<file path="src/rtl/adventure_pkg.sv">
// Shared world-map definitions: room list, screen size, direction and tracker state encodings.
// map_generator imports this package as well, so the room list has a single definition.
package adventure_pkg;

  localparam int SCREEN_W_PX = 640;
  localparam int SCREEN_H_PX = 480;

  localparam logic [3:0] START_CASTLE_X = 4'd3;
  localparam logic [3:0] START_CASTLE_Y = 4'd5;

  localparam int NUM_ROOMS = 12;
  localparam logic [3:0] ROOM_X [NUM_ROOMS] = '{
    4'd3, 4'd3, 4'd4, 4'd4, 4'd2, 4'd1, 4'd2, 4'd2, 4'd1, 4'd1, 4'd1, 4'd1
  };
  localparam logic [3:0] ROOM_Y [NUM_ROOMS] = '{
    4'd5, 4'd6, 4'd6, 4'd7, 4'd6, 4'd6, 4'd4, 4'd5, 4'd5, 4'd4, 4'd3, 4'd2
  };

  typedef enum logic [2:0] {
    DIR_NONE,
    DIR_N,
    DIR_S,
    DIR_W,
    DIR_E
  } dir_t;

  typedef enum logic [2:0] {
    ST_IDLE,
    ST_CHECK,
    ST_LOOKUP,
    ST_COMMIT,
    ST_WAIT_ACK,
    ST_HOLDOFF
  } tracker_state_t;

  function automatic logic room_exists(input logic [3:0] x, input logic [3:0] y);
    logic hit;
    hit = 1'b0;
    for (int i = 0; i < NUM_ROOMS; i++) begin
      if (ROOM_X[i] == x && ROOM_Y[i] == y) hit = 1'b1;
    end
    return hit;
  endfunction

endpackage

</file>
<file path="src/rtl/edge_detect.sv">
// Combinational screen-edge priority encoder: maps a sprite position to the exit direction.
module edge_detect
  import adventure_pkg::*;
#(
  parameter int SCREEN_W = SCREEN_W_PX,
  parameter int SCREEN_H = SCREEN_H_PX,
  parameter int EDGE     = 4
) (
  input  logic [9:0] posX,
  input  logic [8:0] posY,
  output dir_t       dir
);

  localparam logic [9:0] X_LO = 10'(EDGE);
  localparam logic [9:0] X_HI = 10'(SCREEN_W - EDGE);
  localparam logic [8:0] Y_LO = 9'(EDGE);
  localparam logic [8:0] Y_HI = 9'(SCREEN_H - EDGE);

  // Corners resolve N > S > W > E so exactly one direction is reported.
  always_comb begin
    dir = DIR_NONE;
    if (posY < Y_LO)       dir = DIR_N;
    else if (posY >= Y_HI) dir = DIR_S;
    else if (posX < X_LO)  dir = DIR_W;
    else if (posX >= X_HI) dir = DIR_E;
  end

endmodule

</file>
<file path="src/rtl/room_tracker.sv">
// Per-frame room tracker: steps mapX/mapY when the player leaves the screen toward an existing
// room and hands the player module a re-entry position over a valid/ack handshake.
module room_tracker
  import adventure_pkg::*;
#(
  parameter int SCREEN_W = SCREEN_W_PX,
  parameter int SCREEN_H = SCREEN_H_PX,
  parameter int EDGE     = 4,
  parameter int ENTRY    = 16,
  parameter int HOLDOFF  = 8,
  parameter int START_X  = int'(START_CASTLE_X),
  parameter int START_Y  = int'(START_CASTLE_Y)
) (
  input  logic       clk_vga,
  input  logic       reset,
  input  logic       frame_tick,
  input  logic [9:0] playerX,
  input  logic [8:0] playerY,
  input  logic       warp_ack,
  output logic [3:0] mapX,
  output logic [3:0] mapY,
  output logic       warp_valid,
  output logic [9:0] warpX,
  output logic [8:0] warpY,
  output logic       busy
);

  localparam int HW = $clog2(HOLDOFF + 1);
  localparam logic [8:0] ENTRY_N = 9'(SCREEN_H - EDGE - ENTRY);
  localparam logic [8:0] ENTRY_S = 9'(EDGE + ENTRY);
  localparam logic [9:0] ENTRY_W = 10'(SCREEN_W - EDGE - ENTRY);
  localparam logic [9:0] ENTRY_E = 10'(EDGE + ENTRY);

  // One extra bit keeps 0-1 and 15+1 negative, so they can never alias onto a real room.
  function automatic logic signed [4:0] stepCoord(input logic [3:0] c, input logic signed [4:0] delta);
    return $signed({1'b0, c}) + delta;
  endfunction

  tracker_state_t state, stateNext;
  logic [9:0]     snapX;
  logic [8:0]     snapY;
  dir_t           dirNow, dirReg;
  logic [3:0]     destX, destY;
  logic signed [4:0] candX, candY;
  logic           moveOk;
  logic [HW-1:0]  holdCnt;

  edge_detect #(
    .SCREEN_W(SCREEN_W),
    .SCREEN_H(SCREEN_H),
    .EDGE    (EDGE)
  ) u_edge (
    .posX(snapX),
    .posY(snapY),
    .dir (dirNow)
  );

  always_comb begin
    candX = stepCoord(mapX, 5'sd0);
    candY = stepCoord(mapY, 5'sd0);
    case (dirReg)
      DIR_N:   candY = stepCoord(mapY, -5'sd1);
      DIR_S:   candY = stepCoord(mapY, 5'sd1);
      DIR_W:   candX = stepCoord(mapX, -5'sd1);
      DIR_E:   candX = stepCoord(mapX, 5'sd1);
      default: ;
    endcase
    moveOk = (dirReg != DIR_NONE) && !candX[4] && !candY[4] && room_exists(candX[3:0], candY[3:0]);
  end

  always_comb begin
    stateNext = state;
    case (state)
      ST_IDLE:     if (frame_tick) stateNext = ST_CHECK;
      ST_CHECK:    stateNext = (dirNow == DIR_NONE) ? ST_IDLE : ST_LOOKUP;
      ST_LOOKUP:   stateNext = moveOk ? ST_COMMIT : ST_IDLE;
      ST_COMMIT:   stateNext = ST_WAIT_ACK;
      ST_WAIT_ACK: if (warp_ack) stateNext = ST_HOLDOFF;
      ST_HOLDOFF:  if (holdCnt == '0) stateNext = ST_IDLE;
      default:     stateNext = ST_IDLE;
    endcase
  end

  always_ff @(posedge clk_vga or negedge reset) begin
    if (!reset) state <= ST_IDLE;
    else        state <= stateNext;
  end

  // Snapshot and lookup pipeline: only ever read after being written in the same transition.
  always_ff @(posedge clk_vga) begin
    if (state == ST_IDLE && frame_tick) begin
      snapX <= playerX;
      snapY <= playerY;
    end
    if (state == ST_CHECK) dirReg <= dirNow;
    if (state == ST_LOOKUP) begin
      destX <= candX[3:0];
      destY <= candY[3:0];
    end
  end

  always_ff @(posedge clk_vga or negedge reset) begin
    if (!reset) begin
      mapX       <= 4'(START_X);
      mapY       <= 4'(START_Y);
      warp_valid <= 1'b0;
      warpX      <= '0;
      warpY      <= '0;
      holdCnt    <= '0;
    end else begin
      case (state)
        ST_COMMIT: begin
          mapX       <= destX;
          mapY       <= destY;
          warp_valid <= 1'b1;
          warpX      <= snapX;
          warpY      <= snapY;
          case (dirReg)
            DIR_N:   warpY <= ENTRY_N;
            DIR_S:   warpY <= ENTRY_S;
            DIR_W:   warpX <= ENTRY_W;
            DIR_E:   warpX <= ENTRY_E;
            default: ;
          endcase
        end
        ST_WAIT_ACK: begin
          if (warp_ack) begin
            warp_valid <= 1'b0;
            holdCnt    <= HW'(HOLDOFF);
          end
        end
        ST_HOLDOFF: begin
          if (frame_tick && holdCnt != '0) holdCnt <= holdCnt - HW'(1);
        end
        default: ;
      endcase
    end
  end

  assign busy = (state != ST_IDLE);

endmodule

</file>
<file path="config.mk">
export PLATFORM = sky130hd
export DESIGN_NAME = room_tracker
export DESIGN_NICKNAME = d
export VERILOG_FILES = /design/src/rtl/adventure_pkg.sv /design/src/rtl/edge_detect.sv /design/src/rtl/room_tracker.sv
export SDC_FILE = /design/constraint.sdc
export NUM_CORES = 1
export LEC_CHECK = 0
export ABC_AREA = 1
export CORE_MARGIN = 2
export CORE_UTILIZATION = 49
export CTS_BUF_LIST = sky130_fd_sc_hd__clkbuf_8
export DETAILED_ROUTE_END_ITERATION = 10
export GPL_TIMING_DRIVEN = 0
export PLACE_DENSITY_LB_ADDON = 0.25
export SLEW_MARGIN = 5
export SYNTH_ARGS = -nofsm -noshare
export SYNTH_HDL_FRONTEND = slang
export SYNTH_SLANG_ARGS = --single-unit
export TNS_END_PERCENT = 1
</file>
<file path="constraint.sdc">
create_clock -name clk_vga -period 1.7 [get_ports clk_vga]
set_clock_uncertainty 0.05 [all_clocks]
set_input_delay 0.255 -clock clk_vga [delete_from_list [all_inputs] [get_ports clk_vga]]
set_output_delay 0.255 -clock clk_vga [all_outputs]
set_load 0.01 [all_outputs]
</file>
==> results.yml <==
final_layout:
  final_nets: 431
  final_area_um2: 3975
  layout-drive-gt1-share: 0.1667
  seq_area_um2: 1784
  multiInputGateArea_um2: 1161
  fillers: 501
  final_util: 0.6674
  antenna_cells: 0
  syn2layout_area_growth_pct: 30.63
logic_synthesis:
  synth_top_family_by_area: "simple AND/OR/NAND/NOR gates"
  synth-seq-area-share: 0.5855
  syn_nets: 360
  synth_cell_types: 27
  synth_mux_area_frac: 0
  syn_avg_cell_area_um2: 9.165
  synth_compound_area_frac: 0.08306
  synth_xor_area_frac: 0.002878
  synthAdderAreaFrac: 0.02056
  yosys_register_bits: 65
  syn_inst: 332
  synthSimpleGateAreaFrac: 0.2508
  yosys_warnings: 0
  synth_area_um2: 3043
flow_run:
  cap_violations: 0
setup_path:
  cpMostUsedCell: "nand2_1"
  critPathBufInv: 3
  criticalPathCategory: "flop to flop"
  ff2ff_path_depth: 15
  rrSetupSlack_ns: -0.21
  worst_setup_path_start_kind: "flop"
  cp-end-kind: "flop"
  crit_chain: "inv_2, ha_4, inv_1, nand2_1, nand2_1, nand2_1, nand2_2, nor2_8, nand2_1, nand2_1, nor2_1, nor2_1, nand2_1, buf_4, nand2_2"
  cp_slowest_cell: "dfstp_2"
  r2r-start: "mapX[1]"
  critPathRequiredTime_ns: 1.88
  crit_path_max_fanout: 5
  worstPathArrival_ns: 2.09
  rr_endpoint: "state[1]"
  cpPeakStageDelay_ns: 0.60
  crit_family: "simple AND/OR/NAND/NOR gates"
die:
  die_area_um2: 6857
  core_um2: 5956
  die_w_um: 82.81
  fp-row-count: 28
  chipHeight_um: 82.81
  initial_core_util: 0.5109
  io_pins: 52
detailed_routing:
  drc: 0
  route.detailed.wl_per_inst_um: 13.96
  finalWirelength_um: 6741
  viasPerCell: 5.248
  ant_nets: 0
  drt_iter0_drc: 135
  vias: 2535
  drt_first_pass_iters: 5
placed_design:
  place_congestion: 0.8317
  dp_slack_ns: -0.3089
  dp_hpwl_um: 4638
  port_buffers: 51
  placed_area_um2: 3645
sta:
  slew_headroom: 0.4716
  period_minus_slack_ns: 1.907
  fin_ws_ns: -0.2072
  setup_viol: 3
  fmax_mhz: 524.3
  rsz0062_at_grt: "true"
  max_slew.worst_pin.slew_ns: 0.7927
  maxSlewViolCount: 0
  fin_crit_sh: 1.122
  hold_viol: 0
  fin_setup_tns_ns: -0.5527
grt:
  track_usage: 0.2030
  grt_max_degree: 36
  grt_overflow: 0
  grt_antenna_before_repair: 0
  grt_pass1_wl_um: 11120
  grt_pass1_vias: 2483
clock_network:
  cts_tree: "built"
  clockRootBuffer: "clkbuf_8"
  clockBufferDepth: 2
  numCtsBuffers: 9
  clkTransAtPathRegs_ns: 0.08
  cts.sinks: 65
  cts_max_level: 3
  clock_latency_ns: 0.34
hold_path:
  hold_start: "destX[3]"
  worst_hold_path_type: "flop to flop"
  hold_depth: 2
  min_to: "mapX[3]"
pwr:
  p_leak_nw: 1.768
  irDropWorstVdd_uv: 903.0
  power_density_nw_per_um2: 1744
status:
  violations: "setup timing"
  outcome: "finished with violations"
worst max path at each step:
stage	startpoint	end	slack [ns]	cells after the start
4_1_cts	mapX[1]	state[0]	-0.21	15
2_1_floorplan	mapX[0]	state[0]	-0.12	14
3_5_place_dp	mapX[0]	state[0]	-0.31	14
6_report	mapX[1]	state[1]	-0.21	15
3_3_place_gp	reset	warpX[6]	-0.48	1
5_1_grt	mapY[1]	state[0]	-0.33	15
flip-flops by register name, indices dropped and copies added, names as in the netlist, 3 cells and up:
name and cells:
mapY 4, destX 4, mapX 4, dirReg 3, state 3, warpX 10
snapX 10, snapY 9, destY 4, warpY 9, holdCnt 4
metrics by stage:
step,cells,hold slack (ns),total power (W)
after floorplan,332,-0.09059,0.004301
after detailed placement,458,0.3408,0.005386
final,483,0.4113,0.006932
after CTS,479,0.4071,0.006784
after global routing,483,0.4102,0.007422
after global placement,458,0.3890,0.005306
power breakdown:
part | internal (W) | switching [W] | total, W
Combinational | 0.00134 | 0.00167 | 0.00301
Sequential | 0.00226 | 0.000394 | 0.00265
Clock | 0.000664 | 0.000606 | 0.00127
Total | 0.00426 | 0.00267 | 0.00693
worst min-delay path: stages, from the launching register on:
cell and delay [ns]:
edfxtp_1 0.33, nand2_1 0.04, o21ai_0 0.06
timing repair:
item / CTS / global route
gates cloned: 0 / 0
setup buffers: 4 / 4
resized for setup: 16 / 16
endpoints found under the hold margin: 31 / 0
pin swaps: 5 / 7
hold buffers: 1 / 0
endpoints found under the setup margin: 32 / 11
layer usage:
layer | wire (um) | vias up | track usage | share of wire
met4 | 90 | 0 | 0.07899 | 0.013
li1 | - | 1247 | - | -
met2 | 3444 | 69 | 0.3570 | 0.51
met5 | 0 | - | 0 | 0
met3 | 271 | 11 | 0.03479 | 0.040
met1 | 2936 | 1208 | 0.2488 | 0.44
kinds of logic after synthesis:
kind of cell | Yosys count
buffers and inverters | 46
flip-flops | 65
AO/OA/AOI/OAI | 44
adder cells (fa/ha/maj) | 5
AND/OR/NAND/NOR | 171
XOR/XNOR | 1
cell usage in the layout (no fill, tap or decap), drive strengths merged:
master,netlist,final
a21oi,7,7
a22o,6,6
a31oi,3,3
and2,1,1
buf,1,10
bufinv,0,1
clkbuf,3,12
clkdlybuf4s50,0,46
clkinv,0,3
clkinvlp,0,1
dfrtp,31,31
dfstp,4,4
dlygate4sd2,0,4
dlygate4sd3,0,1
edfxtp,30,30
ha,5,5
inv,42,44
nand2,84,84
nand3,31,31
nand4,3,3
nor2,45,45
nor3,5,5
nor4,2,2
o21ai,25,25
o221ai,1,1
o22ai,2,2
xnor2,1,1
synthesized netlist by cell type (all sizes together):
cell	n	area [um^2]
nand2	84	325.3
a22o	6	52.55
edfxtp	30	900.9
nand3	31	175.2
o22ai	2	12.51
nand4	3	18.77
nor2	45	200.2
a31oi	3	18.77
dfrtp	31	775.7
nor3	5	25.02
xnor2	1	8.760
dfstp	4	105.1
o21ai	25	125.1
clkbuf	3	11.26
inv	42	157.7
nor4	2	12.51
ha	5	62.56
buf	1	5.000
o221ai	1	8.760
and2	1	6.260
a21oi	7	35.03
area by class of cell:
class	count	area share
plain buffers	4	0.004092
clock buffers	9	0.03116
clock inverters	7	0.01605
inverters	42	0.03966
multi-input cells	221	0.2921
flip-flops and latches	65	0.4489
well taps	75	0.02361
repair buffers	60	0.1445
Note: power is estimated with default switching activity, not from simulation.
